File: config.mk
export PLATFORM = sky130hd
export DESIGN_NAME = obstacle_logic
export DESIGN_NICKNAME = d
export VERILOG_FILES = /design/src/rtl/dodge_pkg.sv /design/src/rtl/obstacle_logic_lfsr16.sv /design/src/rtl/obstacle_logic.sv
export SDC_FILE = /design/constraint.sdc
export NUM_CORES = 1
export LEC_CHECK = 0
export CAP_MARGIN = 20
export CORE_MARGIN = 2
export CORE_UTILIZATION = 30
export DETAILED_ROUTE_END_ITERATION = 7
export SETUP_SLACK_MARGIN = 0.5
export SYNTH_ARGS = -nofsm -noshare
export SYNTH_HDL_FRONTEND = slang
export SYNTH_SLANG_ARGS = --single-unit
export TNS_END_PERCENT = 50
File: constraint.sdc
create_clock -name clk -period 17 [get_ports clk]
set_input_delay 3.4 -clock clk [delete_from_list [all_inputs] [get_ports clk]]
set_output_delay 3.4 -clock clk [all_outputs]
set_load 0.005 [all_outputs]
File: src/rtl/dodge_pkg.sv
// dodge_pkg: board defaults, player sprite, LFSR constants and spawn FSM
// states shared by the dodge game blocks.
package dodge_pkg;

  localparam int BOARD_WIDTH_DEF  = 9;
  localparam int BOARD_HEIGHT_DEF = 16;

  // Player sprite, 3 bits per row; index 0 is the bottom board row.
  localparam logic [3:0][2:0] PLAYER_SPRITE = {3'b010, 3'b111, 3'b010, 3'b101};

  localparam logic [15:0] LFSR_SEED = 16'hACE1;
  // x^16+x^14+x^13+x^11+1 in right-shift form: feedback from bits 0,2,3,5.
  localparam logic [15:0] LFSR_TAPS = 16'h002D;

  typedef enum logic [1:0] {
    GAP = 2'd0,
    TOP = 2'd1,
    BOT = 2'd2
  } spawn_state_t;

  function automatic logic [15:0] lfsr_next(input logic [15:0] s);
    return {^(s & LFSR_TAPS), s[15:1]};
  endfunction

endpackage

File: src/rtl/obstacle_logic_lfsr16.sv
// lfsr16: free-running 16-bit Fibonacci LFSR, seeded on reset.
module lfsr16
  import dodge_pkg::*;
(
  input  logic        clk,
  input  logic        reset,
  output logic [15:0] q
);

  logic [15:0] q_q, q_d;

  // Next LFSR state.
  always_comb begin
    q_d = lfsr_next(q_q);
  end

  // LFSR register; advances every cycle outside reset.
  always_ff @(posedge clk) begin
    if (reset) q_q <= LFSR_SEED;
    else       q_q <= q_d;
  end

  assign q = q_q;

endmodule

File: src/rtl/obstacle_logic.sv
// obstacle_logic: scrolls the falling obstacle field one row per game tick,
// spawns 2-row x 3-column blocks at pseudo-random column groups, strobes
// update_board after each scroll, flags player collisions and counts dodges.
// Optional macro OBSTACLE_SPEEDUP_EN shortens the tick period as score grows.
module obstacle_logic
  import dodge_pkg::*;
#(
  parameter int board_width  = BOARD_WIDTH_DEF,
  parameter int board_height = BOARD_HEIGHT_DEF,
  parameter int tick_period  = 12500000,
  parameter int min_gap      = 3
) (
  input  logic                   clk,
  input  logic                   reset,
  input  logic                   game_Over,
  input  logic [4:0]             player_pos,
  output logic [board_width-1:0] obstacle_data [0:board_height-1],
  output logic                   update_board,
  output logic                   hit,
  output logic [15:0]            score
);

  localparam int CW      = $clog2(tick_period);
  localparam int GW      = $clog2(min_gap + 1);
  localparam int NGROUPS = board_width / 3;

  logic [board_width-1:0] rows_q [0:board_height-1];
  logic [board_width-1:0] rows_d [0:board_height-1];
  logic [CW-1:0]          count_q, count_d, last;
  logic                   tick;
  spawn_state_t           state_q, state_d;
  logic [GW-1:0]          gap_q, gap_d;
  logic [board_width-1:0] pattern_q, pattern_d, top_pattern, new_row;
  logic                   update_q, update_d;
  logic                   hit_q, hit_d, overlap;
  logic [15:0]            score_q, score_d;
  logic [15:0]            lfsr_q;
  logic                   lfsr_unused;
  int                     grp;

  lfsr16 u_lfsr (
    .clk   (clk),
    .reset (reset),
    .q     (lfsr_q)
  );

  assign lfsr_unused = ^lfsr_q[15:8];

`ifdef OBSTACLE_SPEEDUP_EN
  localparam int PW = $clog2(tick_period + 1);
  logic [PW-1:0] period_q, period_d;

  assign last = CW'(period_q - PW'(1));

  // Re-latch the period only on a wrap so a change never cuts a tick short.
  always_comb begin
    period_d = period_q;
    if (tick) begin
      if (score_d >= 16'd64)      period_d = PW'(tick_period >> 2);
      else if (score_d >= 16'd32) period_d = PW'(tick_period >> 1);
      else                        period_d = PW'(tick_period);
    end
  end

  // Effective tick period register.
  always_ff @(posedge clk) begin
    if (reset) period_q <= PW'(tick_period);
    else       period_q <= period_d;
  end
`else
  assign last = CW'(tick_period - 1);
`endif

  assign tick = (count_q == last) && !game_Over;

  // Tick counter: wraps at the period, holds while the game is over.
  always_comb begin
    count_d = count_q;
    if (!game_Over) count_d = (count_q == last) ? '0 : count_q + CW'(1);
  end

  // Spawn FSM: gap rows, then the top and bottom rows of one block.
  always_comb begin
    grp         = int'(lfsr_q[7:0]) % NGROUPS;
    top_pattern = board_width'(3'b111) << (3 * grp);
    state_d     = state_q;
    gap_d       = gap_q;
    pattern_d   = pattern_q;
    new_row     = '0;
    if (tick) begin
      case (state_q)
        GAP: begin
          if (gap_q == GW'(1)) state_d = TOP;
          else                 gap_d   = gap_q - GW'(1);
        end
        TOP: begin
          pattern_d = top_pattern;
          new_row   = top_pattern;
          state_d   = BOT;
        end
        BOT: begin
          new_row = pattern_q;
          gap_d   = GW'(min_gap);
          state_d = GAP;
        end
        default: state_d = GAP;
      endcase
    end
  end

  // Row scroll, dodge scoring and strobe generation.
  always_comb begin
    rows_d   = rows_q;
    score_d  = score_q;
    update_d = tick;
    if (tick) begin
      if (rows_q[board_height-1] != '0 && rows_q[board_height-2] == '0 &&
          score_q != 16'hFFFF)
        score_d = score_q + 16'd1;
      for (int unsigned i = 1; i < board_height; i++) rows_d[i] = rows_q[i-1];
      rows_d[0] = new_row;
    end
  end

  // Sticky collision: sprite rows against the bottom four board rows.
  always_comb begin
    overlap = 1'b0;
    if (int'(player_pos) < NGROUPS) begin
      for (int unsigned r = 0; r < 4; r++) begin
        overlap = overlap |
          (|(rows_q[board_height-1-r] &
             (board_width'(PLAYER_SPRITE[r]) << (3 * int'(player_pos)))));
      end
    end
    hit_d = hit_q | overlap;
  end

  // State registers.
  always_ff @(posedge clk) begin
    if (reset) begin
      rows_q    <= '{default: '0};
      count_q   <= '0;
      state_q   <= GAP;
      gap_q     <= GW'(min_gap);
      pattern_q <= '0;
      update_q  <= 1'b0;
      hit_q     <= 1'b0;
      score_q   <= '0;
    end else begin
      rows_q    <= rows_d;
      count_q   <= count_d;
      state_q   <= state_d;
      gap_q     <= gap_d;
      pattern_q <= pattern_d;
      update_q  <= update_d;
      hit_q     <= hit_d;
      score_q   <= score_d;
    end
  end

  assign obstacle_data = rows_q;
  assign update_board  = update_q;
  assign hit           = hit_q;
  assign score         = score_q;

endmodule

==> flow_summary_export.csv <==
group,metric,value,unit
detailed_routing,dr_total_vias,11037,
logic_synthesis,post-synth-top-area-cell,"dfxtp_1",
placement,hpwlAfterDp,23.7,mm
cells_and_area,drive_above_1_share,0.0551,
clock_tree,tritoncts,"done",
clock_tree,cts_sinks,215,
sta,worst_pin_slew,1010,ps
floorplan,rows,72,
clock_tree,postCtsSetupBuffers,0,
logic_synthesis,yosysMostFrequentCell,"nand2_1",
min_path,hp-class,"reg2reg",
critical_path,timing.rr.end,"obstacle_data[135]$_SDFFE_PP0P_",
clock_tree,numCtsBuffers,25,
outcome,outcome,"completed",
pwr,ir_drop,0.0616,mV
global_route,grt_overflow,0,
critical_path,endpoint_kind,"flop",
sta,setup_violations,0,
floorplan,die_w,201,um
sta,hold_violations,0,
logic_synthesis,synth.avg_cell_area,7.79,sq um
global_route,grt_pass1_wl,53.5,mm
floorplan,ios,170,
sta,max-slew-margin-rel,0.326,
run,maxCapViolCount,0,
logic_synthesis,synth_nets,1572,
floorplan,die-area,40500,sq um
critical_path,r2r_slack,7040,ps
min_path,hold_depth,1,
sta,fin_skew,32.3,ps
critical_path,slowest_delay,810,ps
detailed_routing,ant_nets,0,
critical_path,startpoint_type,"flop",
global_route,first_global_vias,10068,
sta,fin_setup_tns,0,ps
cells_and_area,nets,1690,
critical_path,slowest_stage,"dfxtp_1",
global_route,grt_max_degree,142,
pwr,power_density,107,nW/um^2
logic_synthesis,synth_area,11700,sq um
clock_tree,cts.hold.buffers_added,0,
sta,period_share,0.586,
cells_and_area,antennaDiodeCount,0,
sta,max_freq,0.100,GHz
critical_path,worstPathRequired,17430,ps
clock_tree,clk_path_buf_depth,3,
critical_path,critical_path_class,"reg2reg",
floorplan,initial_utilization,0.303,
logic_synthesis,syn_inst,1498,
logic_synthesis,synthTopCellsByCount,"342 x nand2_1, 215 x dfxtp_1, 181 x a21oi_1",
detailed_routing,first_pass_iters,5,
sta,slew_viol_final,0,
detailed_routing,drt_iter0_markers,764,
floorplan,dieHeight,201,um
cells_and_area,post-route-util,0.378,
critical_path,worstPathArrival,10380,ps
clock_tree,cts-root-buf,"clkbuf_16",
logic_synthesis,yosys_warnings,0,
pwr,p_leak,0.00521,uW
logic_synthesis,synth_cell_types,96,
logic_synthesis,synthArstFlopShare,0,
logic_synthesis,synth_area_leaders,"dfxtp_1 37%, nand2_1 11%, a21oi_1 7.8%",
sta,finalCriticalPeriod,9960,ps
clock_tree,clk_latency,540,ps
critical_path,rr_worst_depth,29,
detailed_routing,avgRoutedWirePerCell,15.3,um
logic_synthesis,synth_top_cell_area_share,0.369,
cells_and_area,area_delta_synth_final,24.8,%
global_route,antenna_found_initial,0,
critical_path,r2r_start,"u_lfsr.q[7]$_SDFF_PP1_",
clock_tree,cts.repair.resized,0,
min_path,min_from,"u_lfsr.q[14]$_SDFF_PP0_",
logic_synthesis,synth_flop_cell,"dfxtp_1",
critical_path,critPathMaxFanout,20,
sta,rsz0062_at_grt,"no",
floorplan,coreArea,38600,sq um
detailed_routing,viasPerCell,5.13,
logic_synthesis,ys_seq_area_frac,0.369,
detailed_routing,drc,0,
clock_tree,cts.clk_slew.worst_paths,60,ps
placement,gp_congestion,0.877,
placement,portBuffers,169,
logic_synthesis,synth_enable_flop_cells,0,
global_route,grt_use_total,0.156,
detailed_routing,routed_wl,33.0,mm
clock_tree,h-tree-depth,1,
min_path,hold_end,"u_lfsr.q[13]$_SDFF_PP1_",
logic_synthesis,synth-seq-cells,215,
## worst max path at each step
| stage | depth (start not counted) | end | start | slack, ps |
|---|---|---|---|---|
| floorplan | 34 | obstacle_data[135]$_SDFFE_PP0P_ | u_lfsr.q[6]$_SDFF_PP1_ | 8950 |
| global placement | 29 | obstacle_data[143]$_SDFFE_PP0P_ | u_lfsr.q[7]$_SDFF_PP1_ | 7550 |
| detailed placement | 29 | obstacle_data[135]$_SDFFE_PP0P_ | u_lfsr.q[7]$_SDFF_PP1_ | 7200 |
| CTS | 29 | obstacle_data[135]$_SDFFE_PP0P_ | u_lfsr.q[7]$_SDFF_PP1_ | 7110 |
| global route | 29 | obstacle_data[143]$_SDFFE_PP0P_ | u_lfsr.q[7]$_SDFF_PP1_ | 6100 |
| finish | 29 | obstacle_data[135]$_SDFFE_PP0P_ | u_lfsr.q[7]$_SDFF_PP1_ | 7040 |
## cell usage in the layout (no fill, tap or decap), types with 7 or more instances in the layout
master	count
a211oi_1	9
a21o_1	18
a21oi_1	181
a22oi_1	9
a31oi_1	10
and3_1	16
clkbuf_1	8
clkbuf_16	25
clkbuf_8	7
clkdlybuf4s50_1	168
dfxtp_1	215
ha_1	65
inv_1	32
mux2i_1	9
nand2_1	342
nand2b_1	10
nand3_1	41
nand4_1	11
nor2_1	102
nor2b_1	23
nor3_1	18
nor4_1	17
o211ai_1	7
o21a_1	13
o21ai_0	51
o31ai_1	9
or2_2	14
or3_1	20
xnor2_1	26
xor2_1	27
## area by class of cell
class | count | area (sq um)
fillers | 4000 | 24000
clock buffers | 40 | 752
flip-flops and latches | 215 | 4300
repair buffers | 173 | 1740
clock inverters | 5 | 93.8
well taps | 518 | 648
multi-input cells | 1169 | 6910
inverters | 32 | 120
## state kept, by name, summed over array words and instances, names as in the netlist
name and cells:
update_board 1, obstacle_data 144, hit 1, state_q 2, u_lfsr.q 16, pattern_q 9, count_q 24, gap_q 2
score 16
## cells by family (layout without fill, tap and decap cells)
family | Yosys count | after routing | synth area share
multiplexers | 12 | 12 | 0.0106
flip-flops | 215 | 215 | 0.369
AO/OA/AOI/OAI | 382 | 382 | 0.208
XOR/XNOR | 54 | 54 | 0.0412
AND/OR/NAND/NOR | 654 | 654 | 0.260
buffers and inverters | 114 | 250 | 0.0391
adder cells (fa/ha/maj) | 67 | 67 | 0.0723
## stage by stage
| stage | hold WS (ps) | setup WS, ps | power [uW] | cell area, sq um | std cells |
|---|---|---|---|---|---|
| floorplan | 389 | 8950 | 913 | 11700 | 1498 |
| global placement | 407 | 7550 | 1010 | 13700 | 2107 |
| detailed placement | 399 | 7200 | 1020 | 13700 | 2107 |
| CTS | 417 | 7110 | 1570 | 14600 | 2152 |
| global route | 421 | 6100 | 1650 | 14600 | 2152 |
| finish | 406 | 7040 | 1560 | 14600 | 2152 |
## routing by layer
metal,vias to the layer above,track usage,share of wire
met5,-,0,0
met3,30,0.0233,0.051
met1,5200,0.209,0.46
met2,281,0.266,0.48
li1,5526,-,-
met4,0,0.0320,0.013
## worst max-delay path: cells and delay by family (launching register included)
kind | cells | cell delay [ps]
muxes | 1 | 140
and+or+nand+nor | 12 | 3520
xor gates and xnor gates | 1 | 100
AOI/OAI and AO/OA | 11 | 3830
DFF | 1 | 810
adders and majority gates | 4 | 1430
## report_power, final
group          internal, uW  switching (uW)
logic                   194             307
clock network           334             212
registers               507            5.23
total                  1040             524
Note: power is estimated with default switching activity, not from simulation.
